<file path="config.mk">
export PLATFORM = sky130hd
export DESIGN_NAME = spi_cp0_ctrl
export DESIGN_NICKNAME = d
export VERILOG_FILES = /design/src/rtl/spi_cp0_ctrl_pkg.sv /design/src/rtl/spi_shifter.sv /design/src/rtl/spi_cp0_ctrl.sv
export SDC_FILE = /design/constraint.sdc
export NUM_CORES = 1
export LEC_CHECK = 0
export CAP_MARGIN = 20
export CORE_ASPECT_RATIO = 1.4
export CORE_MARGIN = 3
export CORE_UTILIZATION = 41
export CTS_BUF_LIST = sky130_fd_sc_hd__clkbuf_4 sky130_fd_sc_hd__clkbuf_8
export CTS_CLUSTER_DIAMETER = 150
export DETAILED_ROUTE_END_ITERATION = 8
export GPL_TIMING_DRIVEN = 0
export PLACE_DENSITY = 0.78
export SETUP_SLACK_MARGIN = 0.05
export SYNTH_ARGS = -nofsm -noshare
export SYNTH_HDL_FRONTEND = slang
export SYNTH_HIERARCHICAL = 1
export SYNTH_SLANG_ARGS = --single-unit
</file>
<file path="constraint.sdc">
create_clock -name clk -period 5.12 [get_ports clk]
set_input_delay 1.024 -clock clk [delete_from_list [all_inputs] [get_ports clk]]
set_output_delay 1.024 -clock clk [all_outputs]
set_load 0.02 [all_outputs]
</file>
<file path="src/rtl/spi_cp0_ctrl_pkg.sv">
// Shared definitions for the CP0 SPI master: decode opcodes, CP0 register map,
// STATUS bit positions and FSM state encodings.
package spi_cp0_ctrl_pkg;

  localparam int W_SPI_CTRL  = 2;
  localparam int W_REG       = 5;
  localparam int W_CPU       = 32;
  localparam int W_DIV       = 8;
  localparam int W_SPI_STATE = 2;

  localparam logic [W_SPI_CTRL-1:0] SPI_NOP = 2'd0;
  localparam logic [W_SPI_CTRL-1:0] MT      = 2'd1;
  localparam logic [W_SPI_CTRL-1:0] MF      = 2'd2;

  localparam logic [W_REG-1:0] CP0_TXDATA = 5'd0;
  localparam logic [W_REG-1:0] CP0_RXDATA = 5'd1;
  localparam logic [W_REG-1:0] CP0_STATUS = 5'd2;
  localparam logic [W_REG-1:0] CP0_CLKDIV = 5'd3;

  localparam int ST_BUSY     = 0;
  localparam int ST_RX_VALID = 1;
  localparam int ST_OVERRUN  = 2;
  localparam int ST_LOOPBACK = 3;

  typedef enum logic [W_SPI_STATE-1:0] {
    SPI_IDLE     = 2'd0,
    SPI_ASSERT   = 2'd1,
    SPI_SHIFT    = 2'd2,
    SPI_DEASSERT = 2'd3
  } spi_state_e;

  function automatic logic [W_CPU-1:0] status_word(input logic busy, input logic rx_valid,
                                                   input logic overrun, input logic loopback);
    logic [W_CPU-1:0] w;
    w              = {W_CPU{1'b0}};
    w[ST_BUSY]     = busy;
    w[ST_RX_VALID] = rx_valid;
    w[ST_OVERRUN]  = overrun;
    w[ST_LOOPBACK] = loopback;
    return w;
  endfunction

endpackage

</file>
<file path="src/rtl/spi_shifter.sv">
// Single W_DATA-bit SPI shift register: MSB drives mosi, the sampled input bit
// is held on the sample strobe and enters at the LSB on the shift strobe.
module spi_shifter #(
  parameter int W_DATA = 8
) (
  input  logic              clk,
  input  logic              rst,
  input  logic              load,
  input  logic [W_DATA-1:0] load_data,
  input  logic              sample,
  input  logic              shift,
  input  logic              din,
  output logic              dout,
  output logic [W_DATA-1:0] q
);

  logic [W_DATA-1:0] sr_r;
  logic              bit_r;

  // Parallel load, rising-sclk sample and falling-sclk shift
  always_ff @(posedge clk) begin
    if (rst) begin
      sr_r  <= {W_DATA{1'b0}};
      bit_r <= 1'b0;
    end else if (load) begin
      sr_r  <= load_data;
      bit_r <= 1'b0;
    end else begin
      if (sample) begin
        bit_r <= din;
      end
      if (shift) begin
        sr_r <= W_DATA'({sr_r, bit_r});
      end
    end
  end

  assign dout = sr_r[W_DATA-1];
  assign q    = sr_r;

endmodule

</file>
<file path="src/rtl/spi_cp0_ctrl.sv">
// CP0-mapped mode-0 SPI master with CPU stall on conflicting accesses.
// Optional SPI_LOOPBACK_EN: sample mosi instead of miso and report it in STATUS bit3.
module spi_cp0_ctrl
  import spi_cp0_ctrl_pkg::*;
#(
  parameter int W_DATA      = 8,
  parameter int DIV_DEFAULT = 4
) (
  input  logic                  clk,
  input  logic                  rst,
  input  logic [W_SPI_CTRL-1:0] spi_ctrl,
  input  logic [W_REG-1:0]      cp0_sel,
  input  logic [W_CPU-1:0]      wdata,
  output logic [W_CPU-1:0]      rdata,
  output logic                  stall,
  output logic                  sclk,
  output logic                  mosi,
  input  logic                  miso,
  output logic                  cs_n
);

`ifdef SPI_LOOPBACK_EN
  localparam logic LOOPBACK = 1'b1;
`else
  localparam logic LOOPBACK = 1'b0;
`endif

  localparam logic [6:0] HALF_LAST = 7'(2 * W_DATA - 1);

  spi_state_e        state_r;
  logic [W_DIV-1:0]  cnt_r;
  logic [W_DIV-1:0]  div_act_r;
  logic [W_DIV-1:0]  div_r;
  logic [6:0]        half_r;
  logic              sclk_r;
  logic              cs_n_r;
  logic [W_DATA-1:0] tx_data_r;
  logic [W_DATA-1:0] rx_data_r;
  logic              rx_valid_r;
  logic              overrun_r;

  logic              busy_s;
  logic              mt_s;
  logic              mf_s;
  logic              stall_s;
  logic              start_s;
  logic              wr_div_s;
  logic              rd_rx_s;
  logic              rd_status_s;
  logic              phase_done_s;
  logic              sample_s;
  logic              shift_s;
  logic              done_s;
  logic              mosi_s;
  logic              din_s;
  logic [W_DATA-1:0] sh_q_s;
  logic [W_CPU-1:0]  rdata_s;
  logic              unused_s;

  assign busy_s = (state_r != SPI_IDLE);
  assign mt_s   = (spi_ctrl == MT);
  assign mf_s   = (spi_ctrl == MF);

  // Only accesses that would disturb the running frame are held off
  assign stall_s = busy_s &&
                   ((mt_s && ((cp0_sel == CP0_TXDATA) || (cp0_sel == CP0_CLKDIV))) ||
                    (mf_s && (cp0_sel == CP0_RXDATA)));

  assign start_s     = mt_s && (cp0_sel == CP0_TXDATA) && !busy_s;
  assign wr_div_s    = mt_s && (cp0_sel == CP0_CLKDIV) && !busy_s;
  assign rd_rx_s     = mf_s && (cp0_sel == CP0_RXDATA) && !busy_s;
  assign rd_status_s = mf_s && (cp0_sel == CP0_STATUS);

  assign phase_done_s = (cnt_r == 8'd0);
  assign sample_s     = phase_done_s &&
                        ((state_r == SPI_ASSERT) ||
                         ((state_r == SPI_SHIFT) && half_r[0] && (half_r != HALF_LAST)));
  assign shift_s      = phase_done_s && (state_r == SPI_SHIFT) && !half_r[0];
  assign done_s       = phase_done_s && (state_r == SPI_DEASSERT);

`ifdef SPI_LOOPBACK_EN
  assign din_s = mosi_s;
`else
  assign din_s = miso;
`endif

  assign unused_s = &{1'b0, wdata, miso};

  spi_shifter #(
    .W_DATA (W_DATA)
  ) u_shifter (
    .clk       (clk),
    .rst       (rst),
    .load      (start_s),
    .load_data (wdata[W_DATA-1:0]),
    .sample    (sample_s),
    .shift     (shift_s),
    .din       (din_s),
    .dout      (mosi_s),
    .q         (sh_q_s)
  );

  // Transfer FSM with half-period divider; sclk and cs_n are registered here
  always_ff @(posedge clk) begin
    if (rst) begin
      state_r   <= SPI_IDLE;
      cnt_r     <= 8'd0;
      div_act_r <= 8'd0;
      half_r    <= 7'd0;
      sclk_r    <= 1'b0;
      cs_n_r    <= 1'b1;
    end else begin
      case (state_r)
        SPI_IDLE: begin
          if (start_s) begin
            state_r   <= SPI_ASSERT;
            cnt_r     <= div_r;
            div_act_r <= div_r;
            half_r    <= 7'd0;
            cs_n_r    <= 1'b0;
          end
        end
        SPI_ASSERT: begin
          if (phase_done_s) begin
            state_r <= SPI_SHIFT;
            cnt_r   <= div_act_r;
            half_r  <= 7'd0;
            sclk_r  <= 1'b1;
          end else begin
            cnt_r <= cnt_r - 8'd1;
          end
        end
        SPI_SHIFT: begin
          if (phase_done_s) begin
            cnt_r <= div_act_r;
            if (half_r == HALF_LAST) begin
              state_r <= SPI_DEASSERT;
              sclk_r  <= 1'b0;
            end else begin
              half_r <= half_r + 7'd1;
              sclk_r <= ~sclk_r;
            end
          end else begin
            cnt_r <= cnt_r - 8'd1;
          end
        end
        SPI_DEASSERT: begin
          if (phase_done_s) begin
            state_r <= SPI_IDLE;
            cs_n_r  <= 1'b1;
          end else begin
            cnt_r <= cnt_r - 8'd1;
          end
        end
        default: begin
          state_r <= SPI_IDLE;
          sclk_r  <= 1'b0;
          cs_n_r  <= 1'b1;
        end
      endcase
    end
  end

  // CP0 register file; a completing frame's overrun set beats a STATUS-read clear
  always_ff @(posedge clk) begin
    if (rst) begin
      tx_data_r  <= {W_DATA{1'b0}};
      rx_data_r  <= {W_DATA{1'b0}};
      rx_valid_r <= 1'b0;
      overrun_r  <= 1'b0;
      div_r      <= 8'(DIV_DEFAULT);
    end else begin
      if (start_s) begin
        tx_data_r <= wdata[W_DATA-1:0];
      end
      if (wr_div_s) begin
        div_r <= wdata[W_DIV-1:0];
      end
      if (done_s) begin
        rx_data_r  <= sh_q_s;
        rx_valid_r <= 1'b1;
      end else if (rd_rx_s) begin
        rx_valid_r <= 1'b0;
      end
      if (done_s && rx_valid_r) begin
        overrun_r <= 1'b1;
      end else if (rd_status_s) begin
        overrun_r <= 1'b0;
      end
    end
  end

  // CP0 read mux, only driven for an accepted MFC0
  always_comb begin
    rdata_s = {W_CPU{1'b0}};
    if (mf_s && !stall_s) begin
      case (cp0_sel)
        CP0_TXDATA: rdata_s = W_CPU'(tx_data_r);
        CP0_RXDATA: rdata_s = W_CPU'(rx_data_r);
        CP0_STATUS: rdata_s = status_word(busy_s, rx_valid_r, overrun_r, LOOPBACK);
        CP0_CLKDIV: rdata_s = W_CPU'(div_r);
        default:    rdata_s = {W_CPU{1'b0}};
      endcase
    end else begin
      rdata_s = {W_CPU{1'b0}};
    end
  end

  assign rdata = rdata_s;
  assign stall = stall_s;
  assign sclk  = sclk_r;
  assign mosi  = mosi_s;
  assign cs_n  = cs_n_r;

endmodule

</file>
==> results_dict.tcl <==
set metrics [dict create \
    crit_path_end_kind "output pin" \
    viasPerCell 5.858 \
    yosysTopAreaCell "dfxtp_1" \
    gp_congestion 0.8914 \
    pin_count 78 \
    hold_depth 2 \
    fin_ws_ns 0.9061 \
    yosysSeqAreaShare_pct 33.70 \
    cts-root-buf "clkbuf_8" \
    wirelength_um 10560 \
    core_um2 8658 \
    worstPathRequired_ns 4.10 \
    synth_top_area_share_pct 33.70 \
    ir_worst_vdd_uv 293.2 \
    portBuffers 27 \
    rsz0062_at_grt "false" \
    clock_latency_ns 0.34 \
    cts.sinks 62 \
    leakagePower_nw 1.546 \
    drc_errors 0 \
    worst-r2r-cell-count 10 \
    min_period_ns 4.214 \
    die_h_um 118.2 \
    netlist_top_cells_count "dfxtp_1, nand2_1, a21oi_1" \
    relSlewSlack_pct 48.81 \
    grt_pass1_wl_um 16680 \
    cts_max_path_buffers 2 \
    dieArea_um2 10170 \
    p_total_w 0.001629 \
    finalSetupViolations 0 \
    clk_pin_slew_ns 0.07 \
    antenna_cells 0 \
    fin_crit_sh_pct 82.30 \
    slew_violations 0 \
    finish.utilization_pct 50.66 \
    htree_levels 3 \
    via_count 3632 \
    regArea_um2 1241 \
    critPathMaxFanout 8 \
    async_flop_share_pct 0 \
    critPathLaunchType "primary input" \
    areaGrowthSynthToFinish_pct 19.09 \
    synthesis.area_um2 3684 \
    synth_ff_type "dfxtp_1" \
    p_per_area_nw_per_um2 371.5 \
    drtPass1Iterations 7 \
    postCtsSetupRepairBufs 0 \
    hpwl_um 7606 \
    cts_made_buffers 9 \
    ant_nets 0 \
    antenna_found_initial 0 \
    cts_tree "yes" \
    die_w_um 86.11 \
    status "completed" \
    wl_per_cell_um 17.03 \
    hold_viol 0 \
    pre_cts_ws_ns 0.9249 \
    max_freq_ghz 0.2373 \
    skew_ns 0.006195 \
    gr-total-overflow 0 \
    ys_types 69 \
    synth.area.top_cells "dfxtp_1, nand2_1, mux2i_1" \
    drive_gt1_share_pct 12.82 \
    cp.arrival_ns 3.19 \
    synth_area_per_cell_um2 8.204 \
    grt_max_degree 11 \
    fill_cells 842 \
    synthCells 449 \
    hold_class "reg2reg" \
    fin_tns_setup_ns 0 \
    drtIter0Drc 413 \
    yosys_register_bits 62 \
    tightest_slew_ns 0.7621 \
    start_util_pct 42.54 \
    max-cap-violations 0 \
    gr-usage-all-layers_pct 20.23 \
    nets 560 \
    post_cts_resized 0 \
    first_global_vias 3471 \
    yosysWarningCount 6 \
    cts_hold_buf 0 \
    core.rowCount 40 \
    synth_edf_count 0 \
    critPathKind "in2out" \
    multi_input_area_um2 2118 \
]
## layout make-up
cell class | count | area share (%)
buffer | 58 | 7.901
clock buffer | 12 | 3.765
clock inverter | 3 | 0.9698
inverter | 17 | 1.455
multi-input combinational | 335 | 48.29
sequential | 62 | 28.29
tap | 105 | 2.995
timing repair buffer | 28 | 6.332
## power by group
group / leakage (nW) / switching (W) / internal, W
Clock: 0.104 / 0.000191 / 0.000261
Combinational: 0.942 / 0.000413 / 0.000224
Sequential: 0.500 / 0.0000331 / 0.000507
Total: 1.55 / 0.000637 / 0.000993
## metal layers
layer  track usage (%)  part of all wire [%]  vias up
met2             34.85                    51      182
met5                 0                     0        -
li1                  -                     -     1700
met3             4.603                   7.0       46
met1             22.29                    38     1704
met4             11.49                   4.3        0
## cells by family (layout without fill, tap and decap cells)
| kind of cell | count (synthesis) | count (layout) | share of synthesized area [%] |
|---|---|---|---|
| xor gates and xnor gates | 2 | 2 | 0.4756 |
| buffers and inverters | 75 | 118 | 11.14 |
| adders and majority gates | 7 | 7 | 2.378 |
| DFF | 62 | 62 | 33.70 |
| muxes | 27 | 27 | 8.390 |
| AOI/OAI and AO/OA | 111 | 111 | 21.09 |
| other | 1 | 24 | 0.1018 |
| and+or+nand+nor | 164 | 164 | 22.72 |
## flip-flops by register name, indices dropped and copies added, names as in the netlist, 2 cells and up
signal       count
state_r          2
tx_data_r        8
rx_data_r        8
div_act_r        8
cnt_r            8
div_r            8
half_r           7
u_shifter/q      8
## worst max-delay path, stage by stage
cell	delay, ns
clkdlybuf4s50_1	0.40
or3_1	0.38
buf_6	0.15
nand2b_1	0.18
a21o_1	0.28
nor2b_1	0.16
clkdlybuf4s50_1	0.62
## metrics by stage
stage	area, um^2	instances	hold WS [ns]
after floorplan	3770	472	0.4273
after global placement	4172	604	0.4372
after detailed placement	4172	604	0.4431
after CTS	4379	619	0.4522
after global routing	4387	620	0.4725
final	4387	620	0.4512
## worst paths after layout
check / startpoint / slack, ns / endpoint
worst max-delay path: cp0_sel[3] / 0.91 / rdata[2]
worst min-delay path: tx_data_r[3] / 0.45 / tx_data_r[3]
worst max register to register: cnt_r[0] / 2.29 / u_shifter/q[1]
worst min register to register: tx_data_r[3] / 0.45 / tx_data_r[3]
## layout by cell type, fill, tap and decap left out, drive strengths merged, types with 7 or more instances in the layout
master | Yosys | routed
mux2i | 23 | 23
a21oi | 42 | 42
o32ai | 7 | 7
clkbuf | 23 | 35
nand2 | 63 | 63
conb | 1 | 24
a211oi | 12 | 12
nor4 | 8 | 8
o21ai | 7 | 7
dfxtp | 62 | 62
nor3 | 8 | 8
nand3 | 9 | 9
clkdlybuf4s50 | 0 | 27
inv | 15 | 15
buf | 35 | 36
nor2 | 31 | 31
nor2b | 14 | 14
ha | 7 | 7
(Power assumes the default switching activity.)
